$ cat config.mk
export PLATFORM = sky130hd
export DESIGN_NAME = syn_current
export DESIGN_NICKNAME = d
export VERILOG_FILES = /design/src/rtl/syn_current.sv
export SDC_FILE = /design/constraint.sdc
export NUM_CORES = 1
export LEC_CHECK = 0
export ABC_CLOCK_PERIOD_IN_PS = 25100
export CAP_MARGIN = 20
export CORE_MARGIN = 8
export CORE_UTILIZATION = 40
export CTS_CLUSTER_DIAMETER = 120
export DETAILED_ROUTE_END_ITERATION = 7
export GPL_ROUTABILITY_DRIVEN = 1
export GPL_TIMING_DRIVEN = 0
export PLACE_DENSITY = 0.64
export SKIP_CTS_REPAIR_TIMING = 1
export SYNTH_ARGS = -nofsm -noshare
export SYNTH_HDL_FRONTEND = slang
export SYNTH_SLANG_ARGS = --single-unit
$ cat constraint.sdc
create_clock -name clk -period 25.1 [get_ports clk]
set_input_delay 3.765 -clock clk [delete_from_list [all_inputs] [get_ports clk]]
set_output_delay 3.765 -clock clk [all_outputs]
set_load 0.1 [all_outputs]
$ cat src/rtl/syn_current.sv
// syn_current: synaptic input stage for a leaky integrate-and-fire neuron.
// Each cycle it forms the weighted sum of the presynaptic spikes and adds it
// into a leaky 8-bit current register that saturates at 255. Weights are
// loaded through a valid/ready write port. A clear sequencer zeroes the
// weight bank one entry per cycle.
module syn_current #(
    parameter int N_SYN       = 8,
    parameter int W_WIDTH     = 4,
    parameter int DECAY_SHIFT = 2,
    parameter int W_RST       = 1
) (
    input  logic                     clk,
    input  logic                     rst,
    input  logic [N_SYN-1:0]         spike_in,
    input  logic                     wr_valid,
    output logic                     wr_ready,
    input  logic [$clog2(N_SYN)-1:0] wr_addr,
    input  logic [W_WIDTH-1:0]       wr_data,
    input  logic                     clr_w,
    output logic                     busy,
    output logic [7:0]               current,
    output logic                     sat
);

    localparam int AW    = $clog2(N_SYN);
    // Wide enough for N_SYN full-scale weights plus a full 8-bit current.
    localparam int SUM_W = W_WIDTH + AW + 1;
    localparam int NXT_W = 8 + AW + W_WIDTH + 1;

    localparam logic [AW-1:0]      LAST_IDX = AW'(N_SYN - 1);
    localparam logic [W_WIDTH-1:0] W_RST_V  = W_WIDTH'(W_RST);

    typedef enum logic {
        IDLE  = 1'b0,
        CLEAR = 1'b1
    } state_e;

    state_e               state_q;
    logic [AW-1:0]        clr_idx_q;
    logic [W_WIDTH-1:0]   weight_q [N_SYN];
    logic [7:0]           current_q, current_d;
    logic                 sat_q, sat_d;
    logic [SUM_W-1:0]     sum_d;
    logic [7:0]           leak_d;
    logic [NXT_W-1:0]     nxt_d;
    logic                 wr_fire;

    // A clear request takes priority over a write in the same cycle, so the
    // port stops accepting as soon as clr_w rises and until the clear ends.
    assign wr_ready = (state_q == IDLE) && !clr_w && !rst;
    assign wr_fire  = wr_valid && wr_ready;
    assign busy     = (state_q == CLEAR);
    assign current  = current_q;
    assign sat      = sat_q;

    // Clear sequencer: walk the clear index once over the weight bank.
    // NOTE: state is updated with non-blocking assignments so every register
    // samples the pre-edge values, independent of statement order.
    always_ff @(posedge clk) begin
        if (rst) begin
            state_q   <= IDLE;
            clr_idx_q <= '0;
        end else begin
            case (state_q)
                IDLE: begin
                    if (clr_w) begin
                        state_q   <= CLEAR;
                        clr_idx_q <= '0;
                    end
                end
                CLEAR: begin
                    if (clr_idx_q == LAST_IDX) begin
                        state_q <= IDLE;
                    end
                    clr_idx_q <= clr_idx_q + 1'b1;
                end
                default: state_q <= IDLE;
            endcase
        end
    end

    // Weight bank: clear sequencer first, then accepted writes; an address
    // beyond the bank matches no entry and is silently dropped.
    // NOTE: the bank is a small flop array with a defined reset value, so it
    // is reset explicitly rather than left to power-up contents.
    always_ff @(posedge clk) begin
        for (int i = 0; i < N_SYN; i++) begin
            if (rst) begin
                weight_q[i] <= W_RST_V;
            end else if (state_q == CLEAR && clr_idx_q == AW'(i)) begin
                weight_q[i] <= '0;
            end else if (wr_fire && wr_addr == AW'(i)) begin
                weight_q[i] <= wr_data;
            end
        end
    end

    // Next current: leak with a floor of 1 so it always reaches zero, add the
    // weighted spike sum, then clip to 8 bits.
    // NOTE: every variable gets its default at the top of the block so no
    // path leaves one unassigned, which would infer a latch.
    always_comb begin
        sum_d = '0;
        for (int i = 0; i < N_SYN; i++) begin
            if (spike_in[i]) begin
                sum_d = sum_d + SUM_W'(weight_q[i]);
            end
        end
        leak_d = current_q >> DECAY_SHIFT;
        if (current_q != 8'd0 && leak_d == 8'd0) begin
            leak_d = 8'd1;
        end
        nxt_d     = NXT_W'(current_q) - NXT_W'(leak_d) + NXT_W'(sum_d);
        sat_d     = (nxt_d > NXT_W'(255));
        current_d = sat_d ? 8'hFF : nxt_d[7:0];
    end

    // Current and saturation flag registers.
    always_ff @(posedge clk) begin
        if (rst) begin
            current_q <= 8'd0;
            sat_q     <= 1'b0;
        end else begin
            current_q <= current_d;
            sat_q     <= sat_d;
        end
    end

endmodule

==> results of run 1 <==
cells in the final DEF, fill, tap and decap left out, types with 9 or more instances in the layout:
cell type         n
a21o_1           13
a21oi_1          22
clkbuf_1         12
clkdlybuf4s50_1  20
dfxtp_1          13
edfxtp_1         32
fa_1              9
ha_1             49
inv_1            48
mux2_2           14
nand2_1          19
nand2b_1          9
nor2_1           29
nor2b_1          13
nor3_1           17
o21ai_0          28
xnor2_1          19
xor2_1            9
critical path: cells and delay by family:
family	cells	cell delay, ns
buffers and inverters	7	1.09
muxes	3	0.79
AOI/OAI and AO/OA	12	2.21
adders and majority gates	9	4.10
and+or+nand+nor	6	0.48
power breakdown:
group / leakage [uW] / total (uW) / switching (uW) / internal [uW]
Sequential: 0.000416 / 99.0 / 7.71 / 91.3
Combinational: 0.00148 / 375 / 220 / 155
Clock: 0.0000591 / 58.0 / 27.6 / 30.4
Total: 0.00195 / 532 / 255 / 276
per-stage QoR:
step	worst slack (ns)	util, %	std cells	hold WS, ns
after floorplan	14.05	-	447	0.571
after global placement	12.68	44.3	603	0.588
after detailed placement	12.47	44.3	603	0.652
after CTS	12.77	45.5	611	0.678
after global routing	11.89	45.5	611	0.742
final	12.84	45.5	611	0.671
registers in the layout (all words and copies together) (netlist names):
| signal | count |
|---|---|
| current | 8 |
| sat | 1 |
| busy | 1 |
| weight_q | 32 |
| clr_idx_q | 3 |
routing by layer:
layer	share of wire (%)	up-vias
li1	-	1621
met4	0.66	0
met2	49	27
met1	49	1521
met3	1.8	2
met5	0	-
layout make-up:
class	instances	share of cell area [%]
Tap cell	136	3.66
Multi-Input combinational cell	336	57.7
Sequential cell	45	26.3
Clock inverter	3	1.02
Timing Repair Buffer	20	4.30
Buffer	18	1.67
Inverter	48	3.87
Clock buffer	5	1.48
cell families after synthesis:
| kind of cell | after synthesis |
|---|---|
| buffers and inverters | 66 |
| AO/OA/AOI/OAI | 107 |
| flip-flops | 45 |
| adder cells (fa/ha/maj) | 58 |
| AND/OR/NAND/NOR | 118 |
| XOR/XNOR | 33 |
| multiplexers | 20 |
cell usage after synthesis (5+ instances only):
library cell  number  area [um2]
and2_1             6        37.5
nor2_1            29         109
mux2i_1            5        50.1
o21a_1             8        60.1
dfxtp_1           13         260
fa_1               9         180
inv_1             48         180
nand2b_1           9        56.3
mux2_2            14         158
xor2_1             9        78.8
a21o_1            13        97.6
nor3_1            17        85.1
o21ai_0           28         140
clkbuf_1          12        45.0
edfxtp_1          32         961
nand3_1            8        40.0
ha_1              49         613
xnor2_1           19         166
a21oi_1           22         110
a211o_1            5        43.8
nand2_1           19        71.3
nor2b_1           13        81.3
worst min-delay path by stage:
stage,to,start,slack (ns)
after floorplan,clr_idx_q[0],clr_idx_q[0],0.57
after global placement,clr_idx_q[0],clr_idx_q[0],0.59
after detailed placement,clr_idx_q[0],clr_idx_q[0],0.65
after CTS,clr_idx_q[0],clr_idx_q[0],0.68
after global routing,clr_idx_q[0],clr_idx_q[0],0.74
final,clr_idx_q[0],clr_idx_q[0],0.67
==> run summary, run 1 <==
Outcome = completed
Clk Latency, worst-skew pair = 0.30 ns
Port buffer count = 20
WL final = 8580 um
Critical Path Source = spike_in[0]
Max FO, Critical Path = 9
Async SR Flop Fraction = 0%
Total clock sinks = 45
Mapped Area = 4170 um2
Vias in the first global route = 3,274
Die H = 118 um
Post-Syn Instances = 447
Post-route DRC = 0
GRT overflow = 0
Number of buffers created by CTS = 5
DR vias = 3,171
Seq/Total Area, Yosys = 29.3%
First-pass GRT wire length = 15,800 um
Row cnt = 37
Final Hold Fails = 0
Initial Utilization = 40.7%
Clock slew at reported path FFs = 0.10 ns
FF-to-FF Start = weight_q[0][0]
Top Usage Layer GRT = met2
Routed Antenna Nets = 0
Drt wl/cell = 14.0 um
Die area = 13,900 um2
Root buffer cell = clkbuf_8
Via density = 5.19
Post-route minimum period = 12.26 ns
Synth Area in XOR/XNOR = 8.23%
Fraction of the mapped netlist area in adder cells = 19.0%
Synth Area in Simple Gates = 14.4%
Mapped Avg Cell Area = 9.32 um2
Met2 usage = 23.6%
Maximum vdd drop = 0.0850 mV
Gr usage total = 13.4%
Pre-Repair DR Iteration Count = 5
NumNets Final = 551
Post-Syn Nets = 524
Least-Margin Pin Slew = 0.973 ns
Unrepaired setup endpoints after global routing = false
Met1 track demand over resource = 17.1%
Period utilization = 48.8%
GP Congestion = 0.778
Hold Path Depth = 3
Area delta synth->final = 11.7%
TritonCTS clock tree = done
Critical path class = in2reg
Synth Area in Compound Gates = 17.4%
GR Layer Usage met3 = 1.49%
Reg area = 1220 um2
Filler cell count = 964
Slowest CP cell = fa_1
Min-Delay Path Class = reg2reg
Multi-input gate area = 2690 um2
Post-synth EDFFs = 32
Placed inst area = 4540 um2
#FFs+latches synth = 45
Worst Reg-to-Reg Cells = 36
Post-DP HPWL = 7010 um
Power per cell area = 114 nW/um2
R2R Path End = current[7]
Max-cap violations = 0
Multiplexer share of the synthesized area = 5.35%
# H-tree levels = 2
Largest family of logic cells by synthesized area = adder cells
Layout cell share with drive strength beyond 1 = 8.63%
First DRT Iteration DRCs = 162
Critical path capture point = current[7]
Critical Path RT = 25.26 ns
LEAKAGE = 0.00195 uW
Nature of the critical path startpoint = input port
Max stage delay on crit path = 0.52 ns
Total Power = 532 uW
Fin area = 4650 um2
Clock skew = 0.00879 ns
FMAX = 81.6 MHz
# IOs = 30
Yosys cell types = 59
Initial antenna violation count = 0
Setup TNS = 0 ns
Critical path arrival = 12.42 ns
Clock buffer depth = 2
Worst slew margin = 34.9%
Die extent in x = 118 um
Worst R2R Setup Slack = 16.40 ns
Main synth FF type = edfxtp_1
Worst Setup End Kind = register
Final Slew Violations = 0
Synth Warn # = 0
Largest net degree at the start of global routing = 17
Core Footprint = 10,200 um2
Antenna Cells = 0
# setup viols final = 0
No activity file was read; power rests on OpenSTA's default activity.
==> run 2: changes to the inputs <==
- ABC_CLOCK_PERIOD_IN_PS: 25100 -> 12200
- clock period: 25.1 -> 12.2 ns (I/O delays scaled with it)
==> results of run 2 <==
Same layout as run 1 (identical final DEF). Status: completed.
Among the figures that moved: setup slack after placement 12.47 ns -> 1.50 ns; setup slack after layout 12.84 ns -> 1.88 ns; register-to-register setup slack 16.40 ns -> 3.50 ns; total power 532 uW -> 1090 uW; worst IR drop on VDD 0.0850 mV -> 0.175 mV
==> RTL change, RTL diff (flow settings as in run 2) <==
Change the parameter `W_WIDTH` from 4 to 3.
--- a/src/rtl/syn_current.sv
+++ b/src/rtl/syn_current.sv
@@ -6,5 +6,5 @@
 module syn_current #(
     parameter int N_SYN       = 8,
-    parameter int W_WIDTH     = 4,
+    parameter int W_WIDTH     = 3,
     parameter int DECAY_SHIFT = 2,
     parameter int W_RST       = 1
Ports: changed (resized wr_data); port bits go from 30 to 29. The function was not compared with the original's and may differ.
==> RTL change against run 2 <==
- synthesized area decreased by 14%
- power decreased by 6.1%
- wire length decreased by 11%
- non-clock buffer count unchanged
- hold slack got worse by 0.015 ns
- cell area decreased by 13%
- worst setup slack improved by 0.073 ns
- largest power group unchanged
- sequential cell count decreased by 8
==> RTL change: results (changes against run 2) <==
FINAL LAYOUT
--------------------------------------------------------------------------------
Nets ..............................................................          496   -10%
Final design area excluding fillers ...............................    4035 um^2   -13%
Fraction of final layout cells with drive strength greater than 1 .       6.512%   -2.1 points

SYNTHESIS
--------------------------------------------------------------------------------
Area share of xor/xnor cells in the synthesized design ............       7.971%   -0.26 points
Area share of fa/ha/maj cells after synthesis .....................       18.89%   -0.15 points
Fraction of the mapped netlist area in compound gates .............       18.01%   +0.59 points
Number of enable-type register cells in the synthesized netlist ...           24   -25%
Most numerous cell types in the synthesized netlist ............... 41 x sky130_fd_sc_hd__ha_1, 34 x sky130_fd_sc_hd__inv_1, 29 x sky130_fd_sc_hd__nor2_1
Mean instance size in the synthesized netlist .....................   8.976 um^2   -3.7%

STA
--------------------------------------------------------------------------------
Worst clock skew ..................................................   0.01019 ns   +0.001399 ns
Crit path setup slack, layout .....................................     1.952 ns   +0.07344 ns
Worst slew pin tran ...............................................    0.9745 ns   +0.001098 ns

ROUTING
--------------------------------------------------------------------------------
Routed wire length ................................................     7.648 mm   -11%
Met3 Wirelength ...................................................       230 um   +52%
Vias per inst .....................................................        5.353   +3.1%
Initial DRC count .................................................          152   -6.2%

POWER AND IR DROP
--------------------------------------------------------------------------------
Maximum ir drop on the vdd rail ...................................  0.0002072 V   +19%
Clock Power .......................................................    0.0853 mW   -28%

SETUP PATH
--------------------------------------------------------------------------------
Data arrival time of the worst path ...............................     10.39 ns   -0.09 ns
Largest stage delay on the critical path ..........................      0.65 ns   +0.13 ns

GLOBAL ROUTE
--------------------------------------------------------------------------------
Met2 Track Usage GR ...............................................       21.45%   -2.1 points
Global routing met3 resource utilization ..........................       1.395%   -0.091 points

PLACE
--------------------------------------------------------------------------------
Worst slack at placement ..........................................     1.694 ns   +0.1906 ns
Final HPWL from detailed placement ................................     6.143 mm   -12%
Placed Instances ..................................................          530   -12%

RUN STATUS
--------------------------------------------------------------------------------
Outcome ........................................................... complete, no violations

CLOCKING
--------------------------------------------------------------------------------
Clock Pin Slew Worst Setup and Hold Paths .........................      0.08 ns   -0.02 ns

## RTL change: changes by cell type after synthesis, moves of 6 or more
cell	run 2	this run
sky130_fd_sc_hd__ha_1	49	41
sky130_fd_sc_hd__o21ai_1	1	15
sky130_fd_sc_hd__and2_1	6	0
sky130_fd_sc_hd__inv_1	48	34
sky130_fd_sc_hd__o21ai_0	28	8
sky130_fd_sc_hd__a21o_1	13	6
sky130_fd_sc_hd__o22ai_1	0	8
sky130_fd_sc_hd__nand2_1	19	27
sky130_fd_sc_hd__edfxtp_1	32	24
sky130_fd_sc_hd__mux2_2	14	6
## RTL change: worst min-delay path, delay by kind of cell (launching register included)
kind	cells	cell delay (ns)
AO/OA/AOI/OAI	1	0.08
buffers and inverters	1	0.13
flip-flops	1	0.34
AND/OR/NAND/NOR	1	0.08
## RTL change: metrics by stage
stage / hold slack [ns] / power (mW) / utilization, %
floorplan: 0.5707 / 0.8000 / -
global placement: 0.6019 / 0.9205 / 45.50
detailed placement: 0.6340 / 0.9332 / 45.50
CTS: 0.6537 / 1.029 / 46.50
global route: 0.7210 / 1.127 / 46.50
finish: 0.6561 / 1.027 / 46.50
## RTL change: final cells by class
class	count	area, um^2	share of cell area (%)
Buffer	13	67.56	1.674
Tap cell	108	135.1	3.349
Timing Repair Buffer	25	250.2	6.202
Multi-Input combinational cell	310	2376	58.88
Sequential cell	37	980.9	24.31
Inverter	37	138.9	3.442
Clock inverter	3	17.52	0.4341
Clock buffer	5	68.82	1.705
## RTL change: logic make-up after synthesis
logic type,Yosys count
fa+ha+maj,49
buf+inv,50
xor+xnor,30
flops,37
mux,19
simple gates,113
compound gates,99
